--- config.mk ---
export PLATFORM = sky130hd
export DESIGN_NAME = spi_frame_tx_flat
export DESIGN_NICKNAME = d
export VERILOG_FILES = /design/src/rtl/spi_frame_tx_if.sv /design/src/rtl/spi_frame_tx.sv /design/src/flat_wrapper.sv
export SDC_FILE = /design/constraint.sdc
export NUM_CORES = 1
export LEC_CHECK = 0
export ABC_CLOCK_PERIOD_IN_PS = 1900
export CAP_MARGIN = 10
export CORE_ASPECT_RATIO = 2
export CORE_UTILIZATION = 54
export DETAILED_ROUTE_END_ITERATION = 10
export GPL_TIMING_DRIVEN = 0
export PLACE_DENSITY = 0.8
export SYNTH_ARGS = -nofsm -noshare
export SYNTH_HDL_FRONTEND = slang
export SYNTH_SLANG_ARGS = --single-unit
--- constraint.sdc ---
create_clock -name clk -period 1.9 [get_ports clk]
set_input_delay 0.38 -clock clk [delete_from_list [all_inputs] [get_ports clk]]
set_output_delay 0.38 -clock clk [all_outputs]
set_load 0.05 [all_outputs]
--- src/rtl/spi_frame_tx_if.sv ---
// Parallel request/status bus and SPI wire bundle of the frame transmitter.
// The host side (master) issues start with the three frame bytes and watches
// busy/done; the transmitter (slave) drives the SPI wires cs/sck/sdo.
interface spi_frame_tx_if;
    logic       start;
    logic [7:0] command;
    logic [7:0] databyte1;
    logic [7:0] databyte2;
    logic       busy;
    logic       done;
    logic       cs;
    logic       sck;
    logic       sdo;

    modport master (
        output start, command, databyte1, databyte2,
        input  busy, done, cs, sck, sdo
    );

    modport slave (
        input  start, command, databyte1, databyte2,
        output busy, done, cs, sck, sdo
    );
endinterface

--- src/rtl/spi_frame_tx.sv ---
// SPI frame transmitter: sends a 3-byte frame (command, databyte1, databyte2)
// as 24 bits MSB-first. cs is active-high for the whole frame, sck idles low,
// sdo only moves while sck is low so the receiver can sample on sck rise.
// Every output comes straight from a register.
module spi_frame_tx #(
    parameter int CLK_DIV = 4,
    parameter int CS_GAP  = 2
) (
    input  logic              clk,
    input  logic              reset,
    spi_frame_tx_if.slave     bus
);

    localparam int DIV_W = (CLK_DIV > 1) ? $clog2(CLK_DIV) : 1;
    localparam int GAP_W = (CS_GAP > 1) ? $clog2(CS_GAP) : 1;
    localparam logic [DIV_W-1:0] DIV_LAST = DIV_W'(CLK_DIV - 1);
    localparam logic [GAP_W-1:0] GAP_LAST = GAP_W'(CS_GAP - 1);
    localparam logic [4:0]       LAST_BIT = 5'd23;

    typedef enum logic [2:0] {
        IDLE,
        SETUP,
        SHIFT_HI,
        SHIFT_LO,
        HOLD,
        GAP
    } state_t;

    state_t            state_q;
    logic [DIV_W-1:0]  divCnt_q;
    logic [DIV_W-1:0]  divCnt_d;
    logic [GAP_W-1:0]  gapCnt_q;
    logic [GAP_W-1:0]  gapCnt_d;
    logic [4:0]        bitCnt_q;
    logic [23:0]       shreg_q;
    logic              busy_q;
    logic              done_q;
    logic              cs_q;
    logic              sck_q;
    logic              divExpired;
    logic              gapExpired;

    assign divExpired = (divCnt_q == DIV_LAST);
    assign gapExpired = (gapCnt_q == GAP_LAST);

    // Free-running wrap of the half-period and gap counters; the FSM decides
    // when they are allowed to advance.
    always_comb begin
        divCnt_d = divExpired ? '0 : divCnt_q + DIV_W'(1);
        gapCnt_d = gapExpired ? '0 : gapCnt_q + GAP_W'(1);
    end

    // Frame sequencer: every state change happens on a counter expiry, so the
    // half-period counter is always back at zero when a new phase starts.
    always_ff @(posedge clk) begin
        if (reset) begin
            state_q  <= IDLE;
            divCnt_q <= '0;
            gapCnt_q <= '0;
            bitCnt_q <= '0;
            shreg_q  <= '0;
            busy_q   <= 1'b0;
            done_q   <= 1'b0;
            cs_q     <= 1'b0;
            sck_q    <= 1'b0;
        end else begin
            done_q <= 1'b0;
            case (state_q)
                IDLE: begin
                    busy_q   <= 1'b0;
                    cs_q     <= 1'b0;
                    sck_q    <= 1'b0;
                    divCnt_q <= '0;
                    gapCnt_q <= '0;
                    bitCnt_q <= '0;
                    if (bus.start) begin
                        shreg_q <= {bus.command, bus.databyte1, bus.databyte2};
                        cs_q    <= 1'b1;
                        busy_q  <= 1'b1;
                        state_q <= SETUP;
                    end
                end
                SETUP, SHIFT_LO: begin
                    divCnt_q <= divCnt_d;
                    if (divExpired) begin
                        sck_q   <= 1'b1;
                        state_q <= SHIFT_HI;
                    end
                end
                SHIFT_HI: begin
                    divCnt_q <= divCnt_d;
                    if (divExpired) begin
                        sck_q <= 1'b0;
                        if (bitCnt_q == LAST_BIT) begin
                            state_q <= HOLD;
                        end else begin
                            shreg_q  <= {shreg_q[22:0], 1'b0};
                            bitCnt_q <= bitCnt_q + 5'd1;
                            state_q  <= SHIFT_LO;
                        end
                    end
                end
                HOLD: begin
                    divCnt_q <= divCnt_d;
                    if (divExpired) begin
                        cs_q     <= 1'b0;
                        shreg_q  <= '0;
                        gapCnt_q <= '0;
                        state_q  <= GAP;
                    end
                end
                GAP: begin
                    gapCnt_q <= gapCnt_d;
                    if (gapExpired) begin
                        busy_q  <= 1'b0;
                        done_q  <= 1'b1;
                        state_q <= IDLE;
                    end
                end
                default: begin
                    state_q <= IDLE;
                end
            endcase
        end
    end

    assign bus.busy = busy_q;
    assign bus.done = done_q;
    assign bus.cs   = cs_q;
    assign bus.sck  = sck_q;
    assign bus.sdo  = shreg_q[23];

endmodule

--- src/flat_wrapper.sv ---
// flat-port wrapper written by rule: the top's interface ports become plain ports
module spi_frame_tx_flat 
#(
    parameter int CLK_DIV = 4,
    parameter int CS_GAP  = 2
)
  (clk, reset, bus_start, bus_command, bus_databyte1, bus_databyte2, bus_busy, bus_done, bus_cs, bus_sck, bus_sdo);
  spi_frame_tx_if bus_i ();
  input  logic clk;
  input  logic reset;
  input wire logic [$bits(bus_i.start)-1:0] bus_start;
  input wire logic [$bits(bus_i.command)-1:0] bus_command;
  input wire logic [$bits(bus_i.databyte1)-1:0] bus_databyte1;
  input wire logic [$bits(bus_i.databyte2)-1:0] bus_databyte2;
  output wire logic [$bits(bus_i.busy)-1:0] bus_busy;
  output wire logic [$bits(bus_i.done)-1:0] bus_done;
  output wire logic [$bits(bus_i.cs)-1:0] bus_cs;
  output wire logic [$bits(bus_i.sck)-1:0] bus_sck;
  output wire logic [$bits(bus_i.sdo)-1:0] bus_sdo;
  assign bus_i.start = bus_start;
  assign bus_i.command = bus_command;
  assign bus_i.databyte1 = bus_databyte1;
  assign bus_i.databyte2 = bus_databyte2;
  assign bus_busy = bus_i.busy;
  assign bus_done = bus_i.done;
  assign bus_cs = bus_i.cs;
  assign bus_sck = bus_i.sck;
  assign bus_sdo = bus_i.sdo;
  spi_frame_tx #(.CLK_DIV(CLK_DIV), .CS_GAP(CS_GAP)) u_core (.clk(clk), .reset(reset), .bus(bus_i));
endmodule
==> impl_results.md, run 1 <==
* Status: complete, but fails checks
* Failing checks: DRC
* DR iter-0 viols at between 80 and 90
* Commonest cells in the netlist: 39 x dfxtp_1, 32 x o21ai_0, 31 x nand2_1
* Seq/Total Area, Yosys at between 30 and 40%
* CP top delay family: buffers and inverters
* Die width at about 46 um
* Startpoint types: flip-flop
* Most frequent cell after synthesis: dfxtp_1
* Final WL at 5290 um
* H-tree depth at 2
* DRC violations left at 1
* Clock buffer depth at 2
* Core box area at about 3800 um^2
* CTS clk-pin slew, worst paths at 80 ps
* Hold EP: u_core.shreg_q[5]$_SDFFE_PP0P_
* RR Startpoint: u_core.bitCnt_q[0]$_SDFFE_PP0P_
* Port Buffer Count at 30
* Power Density at 658 nW/um^2
* Unrepaired setup endpoints after global routing: no
* Area contributors post-synth: dfxtp_1 37%, a31o_2 9.5%, o21ai_0 7.5%
* Vias in the first global route at ~1900
* Largest net degree at the start of global routing at 12
* Hold path cells at 2
* # IOs at 32
* Worst path buffer plus inverter count at 1
* Final setup viols at 0
* Worst min path class: reg -> reg
* Root Driver: clkbuf_8
* Hold Violations, Final at 0
* GRT Total Usage at ~27%
* Crit path largest cell delay at 810 ps
* Worst Hold Launch: u_core.shreg_q[5]$_SDFFE_PP0P_
* Fillers at ~350
* Via density per instance at ~5.7
* Arrival time of the worst setup path at approximately 1500 ps
* Cell chain of the critical path: clkdlybuf4s50_1
* CTS tree: done
* Initial Util at a little under three fifths
* Least-Margin Pin Slew at ~520 ps
* NumNets Final at roughly 340
* Multi-input gate area at between 1000 and 1500 um^2
* Crit path max fanout at 3
* Cell variety after synth at approximately 40
* Async SR Flop Fraction at 0%
* Max-Slew Margin vs Limit at between 60% and 70%
* R2R setup slack at around 70 ps
* HPWL after DPL at roughly 3800 um
* Clock latency on the worst-skew pair at 300 ps
* Core Util, Final at between 60 and 70%
* Antenna-violating nets left at 0
* Ant diodes at 0
* GP Congestion at about 0.85
* Pins Over Slew Limit at 0
* Die height at 90.8 um
* Total of max-cap violations at 0
* Std-Cell Rows at 32
* First-pass GRT wire length at approximately 8500 um
* Critical path class: reg -> out
* Register Area at roughly 780 um^2
* Reg2reg path depth at 6
* Synthesized netlist cell count at around 270
* Setup crit start: u_core.bus.busy$_SDFFE_PP0P_
* First-pass DRT Iterations at 8
* Grt total ovfl at 0
* Static leakage at roughly 0.00097 uW
* Drt wl/cell at 14.7 um
* Inserted Clock Buffers at 5
* Ys flop type: dfxtp_1
* Critical Path RT at around 1500 ps
* Initial antenna violation count at 0
* Synthesized cell area at between 2000 and 2500 um^2
* Area share of the largest cell type after synthesis at 36.7%
* Hold buffers post-CTS at 0
* Setup TNS at 0 ps
* Reg-to-reg endpoint: u_core.shreg_q[15]$_SDFFE_PP0P_
* Post-Syn Nets at about 300
* Mapped Avg Cell Area at 7.95 um^2
* EDFF count, synth at 0
* CTS sink cnt at 39
* Flops & latches, synth at 39
* Die ar. at 4210 um^2
* Clock skew at ~11 ps
* Dpl ws at -191 ps
* Area added between synthesis and finish at 22.0%
* Peak VDD IR at between 0.6 and 0.7 mV
* Fmax at 544 MHz
* Yosys top cell by area: dfxtp_1
* Yosys warning count at 0
* Final worst slack at between 60 and 70 ps
* Via count at 2055
* Layout cells sized above 1 at 16.2%
* CP max-delay cell: clkdlybuf4s50_1
* Fin crit period at roughly 1800 ps
* Final worst-path cycle share at approximately 97%
* Critical path endpoint category: primary output
==> cell families after synthesis <==
group,count (synthesis),share of synthesized area [%]
fa+ha+maj,2,1.17
buf+inv,44,9.87
xor+xnor,1,0.411
mux,3,1.59
simple gates,99,25.6
compound gates,80,24.7
flops,39,36.7
==> what timing repair did <==
item | 4_1_cts | 5_1_grt
endpoints found under the setup margin | 0 | 22
setup buffers | 0 | 2
resized for setup | 0 | 8
==> worst max path at each step <==
stage	endpoint	slack [ps]	cells after the start
after global routing	u_core.shreg_q[15]$_SDFFE_PP0P_	3	6
final	bus_busy	60	1
after global placement	u_core.shreg_q[14]$_SDFFE_PP0P_	-180	6
after CTS	u_core.bitCnt_q[4]$_SDFFE_PP0P_	40	6
after floorplan	u_core.shreg_q[1]$_SDFFE_PP0P_	230	6
after detailed placement	u_core.shreg_q[21]$_SDFFE_PP0P_	-190	6
==> per-stage QoR <==
| stage | hold WS [ps] | instances | instance area, um^2 | power, uW |
|---|---|---|---|---|
| 3_5_place_dp | 450 | 349 | 2490 | 1170 |
| 3_3_place_gp | 446 | 349 | 2490 | 1170 |
| 4_1_cts | 463 | 357 | 2570 | 1720 |
| 6_report | 462 | 359 | 2600 | 1710 |
| 2_1_floorplan | 436 | 268 | 2130 | 1070 |
| 5_1_grt | 485 | 359 | 2600 | 1770 |
==> registers in the layout, summed over array words and instances, names as in the netlist <==
name	cells
u_core.bus.busy	1
u_core.bus.cs	1
u_core.bus.sck	1
u_core.state_q	3
u_core.divCnt_q	2
u_core.shreg_q	24
u_core.bus.done	1
u_core.bitCnt_q	5
u_core.gapCnt_q	1
==> metal layers <==
metal	track usage, %	share of wire [%]
met5	0	0
met4	13.0	2.9
met3	5.80	2.9
met2	49.0	56
met1	26.7	38
==> where the power goes <==
part | internal, uW | total, uW | switching (uW) | leakage (uW)
Clock | 258 | 550 | 292 | 0.0000422
Sequential | 858 | 880 | 22.4 | 0.000319
Combinational | 141 | 279 | 138 | 0.000606
==> area by class of cell <==
cell class	count	share of cell area, %
clock inverters	1	0.193
well taps	51	2.46
inverters	21	3.03
plain buffers	23	5.20
flip-flops and latches	39	30.0
repair buffers	32	12.1
clock buffers	7	2.94
multi-input cells	185	44.0
==> cells in the final DEF, fill, tap and decap left out, types with 8 or more instances in the layout <==
cell type	count
inv_1	19
clkbuf_1	13
o21ai_0	32
a21oi_1	12
nor2_1	8
a31o_2	23
clkdlybuf4s50_1	30
nor3b_1	19
dfxtp_1	39
nand3_1	10
nor2b_1	9
nand2_1	31
Power figures use the tool's default switching activity.
==> run 2: changes to the inputs <==
Settings changed: CORE_MARGIN set to 4.
==> run 2 against run 1 <==
Worst hold slack got worse by 3.2 ps. Core utilization decreased by 0.13 points. Largest cell class unchanged. First-iteration DRC count decreased by 44%. The run now ends clean. Via count decreased by 0.54%. Clock power increased by 13%. Clock skew decreased by 2.7 ps. Sequential cell count unchanged. Critical endpoint unchanged. Clock-buffer cell count increased by 1. Fmax increased by 0.11%. Register-to-register slack about the same. Critical path type unchanged. Final area increased by 0.87%.
==> impl_results.md, run 2 (synthesis gave the netlist of run 1 again) <==
* Status: complete, no violations
* HPWL after DPL at 3870 um
* DRC violations left at 0
* Worst min path class: reg -> reg
* Via density per instance at approximately 5.7
* Power Density at roughly 680 nW/um^2
* Static leakage at just under 0.001 uW
* Clock buffer depth at 2
* Via count at about 2000
* Reg-to-reg endpoint: u_core.shreg_q[15]$_SDFFE_PP0P_
* Sequential share of power at around half
* Dpl ws at -194 ps
* Port Buffer Count at 30
* R2R setup slack at between 60 and 70 ps
* Arrival time of the worst setup path at ~1500 ps
* Cell chain of the critical path: clkdlybuf4s50_1
* Final worst-path cycle share at 96.7%
* Peak VDD IR at ~0.67 mV
* CP top delay family: buffers and inverters
* GRT Total Usage at 21.6%
* First-pass GRT wire length at 8450 um
* DR iter-0 viols at roughly 50
* Std-Cell Rows at 32
* Crit path largest cell delay at roughly 800 ps
* Startpoint types: flip-flop
* Layout cells sized above 1 at between 10% and 20%
* RR Startpoint: u_core.divCnt_q[0]$_SDFFE_PP0P_
* Final worst slack at 62.3 ps
* Fin crit period at approximately 1800 ps
* Vias in the first global route at 1976
* Fmax at between 500 and 600 MHz
* Drt wl/cell at approximately 14 um
* Critical Path End: bus_busy
* Inserted Clock Buffers at 5
* Max-Slew Margin vs Limit at between 60% and 70%
* Pins Over Slew Limit at 0
* CTS clk-pin slew, worst paths at 80 ps
* Root Driver: clkbuf_8
* Largest net degree at the start of global routing at 12
* Worst path buffer plus inverter count at 1
* CP max-delay cell: clkdlybuf4s50_1
* Final WL at slightly above 5000 um
* Final setup viols at 0
* Top reg by flops: u_core.shreg_q
* Die width at approximately 52 um
* Critical path class: reg -> out
* NetSw at around 450 uW
* Sw Ratio at 25.2%
* Antenna-violating nets left at 0
* Commonest non-fill, non-tap cells in the layout: 39 x dfxtp_1, 32 x o21ai_0, 31 x nand2_1, 30 x clkdlybuf4s50_1, 23 x a31o_2
* Hold Violations, Final at 0
* WL met3 at 180 um
* Clock latency on the worst-skew pair at ~300 ps
* CTS tree: done
* First-pass DRT Iterations at 4
* Int Pwr at between 1000 and 1500 uW
* NumNets Final at 337
* Grt total ovfl at 0
* Combinational Power Share at around 16%
* DR top layer: met4
* Met1 Wirelength at around 1900 um
* Setup crit start: u_core.bus.busy$_SDFFE_PP0P_
* # IOs at 32
* Least-Margin Pin Slew at ~540 ps
* Metal2 WL at between 2000 and 3000 um
* Initial Util at ~55%
* Reg2reg path depth at 6
* Initial antenna violation count at 0
* Total of max-cap violations at 0
* Core box area at slightly below 4000 um^2
* WP depth at 1
* Die height at between 90 and 100 um
* Critical Path RT at roughly 1500 ps
* Setup TNS at 0 ps
* H-tree depth at 2
* CTS sink cnt at 39
* Crit path max fanout at 3
* Clk network pwr share at between 30% and 40%
* Die ar. at ~5100 um^2
* GP Congestion at roughly 0.84
* Critical path endpoint category: primary output
* Commonest non-fill, non-tap cell in the layout: dfxtp_1
* Area added between synthesis and finish at 23.1%
* Top Registers: u_core.shreg_q x24, u_core.bitCnt_q x5, u_core.state_q x3
* Ant diodes at 0
* Max reg flops at 24
* Clock skew at about 8.7 ps
## run 2: changes by cell type in the layout (fill, tap and decap cells not counted), sizes merged
cell and change:
buf +1, clkbuf +1, clkinv -1
## run 2: per-layer routing
metal  GRT usage, %  vias up
met3           4.62       14
met4           11.2        0
met1           19.8      954
met2           40.8       50
met5              0        -
li1               -     1026
## run 2: worst min path at each step
stage,start,to,slack (ps),cells after the start
after floorplan,u_core.shreg_q[0]$_SDFFE_PP0P_,u_core.shreg_q[0]$_SDFFE_PP0P_,440,2
after detailed placement,u_core.shreg_q[6]$_SDFFE_PP0P_,u_core.shreg_q[6]$_SDFFE_PP0P_,450,2
after global routing,u_core.shreg_q[6]$_SDFFE_PP0P_,u_core.shreg_q[6]$_SDFFE_PP0P_,480,2
after global placement,u_core.shreg_q[5]$_SDFFE_PP0P_,u_core.shreg_q[5]$_SDFFE_PP0P_,450,2
final,u_core.shreg_q[6]$_SDFFE_PP0P_,u_core.shreg_q[6]$_SDFFE_PP0P_,460,2
after CTS,u_core.shreg_q[6]$_SDFFE_PP0P_,u_core.shreg_q[6]$_SDFFE_PP0P_,460,2
## run 2: cell type report
| class | count | area, um^2 |
|---|---|---|
| sequential | 39 | 781 |
| buffer | 23 | 134 |
| clock buffer | 8 | 100 |
| multi-input combinational | 185 | 1140 |
| tap | 51 | 63.8 |
| fill | 327 | 1220 |
| timing repair buffer | 33 | 323 |
| inverter | 21 | 78.8 |
## run 2: power groups by stage
stage | Sequential [uW] | Combinational (uW) | Clock, uW
finish | 879 | 276 | 623
global route | 884 | 300 | 662
detailed placement | 898 | 275 | 0
global placement | 897 | 273 | 0
floorplan | 909 | 161 | 0
CTS | 879 | 276 | 625
## run 2: timing repair
item,4_1_cts,5_1_grt
hold buffers,0,0
resized for setup,0,5
setup buffers,0,3
endpoints found under the setup margin,0,26
## run 2: per-stage QoR
step                      instances  area (um^2)  total power, uW  utilization, %  hold slack, ps
after floorplan                 268         2130             1070               -             436
after global placement          349         2490             1170            64.9             447
after detailed placement        349         2490             1170            64.9             451
after CTS                       357         2590             1780            67.5             462
after global routing            360         2620             1850            68.2             477
final                           360         2620             1780            68.2             459
==> run 3: changes to the inputs <==
Settings changed: SLEW_MARGIN set to 20.
==> results of run 3 <==
Final layout, timing and power as in run 2 (identical DEF).
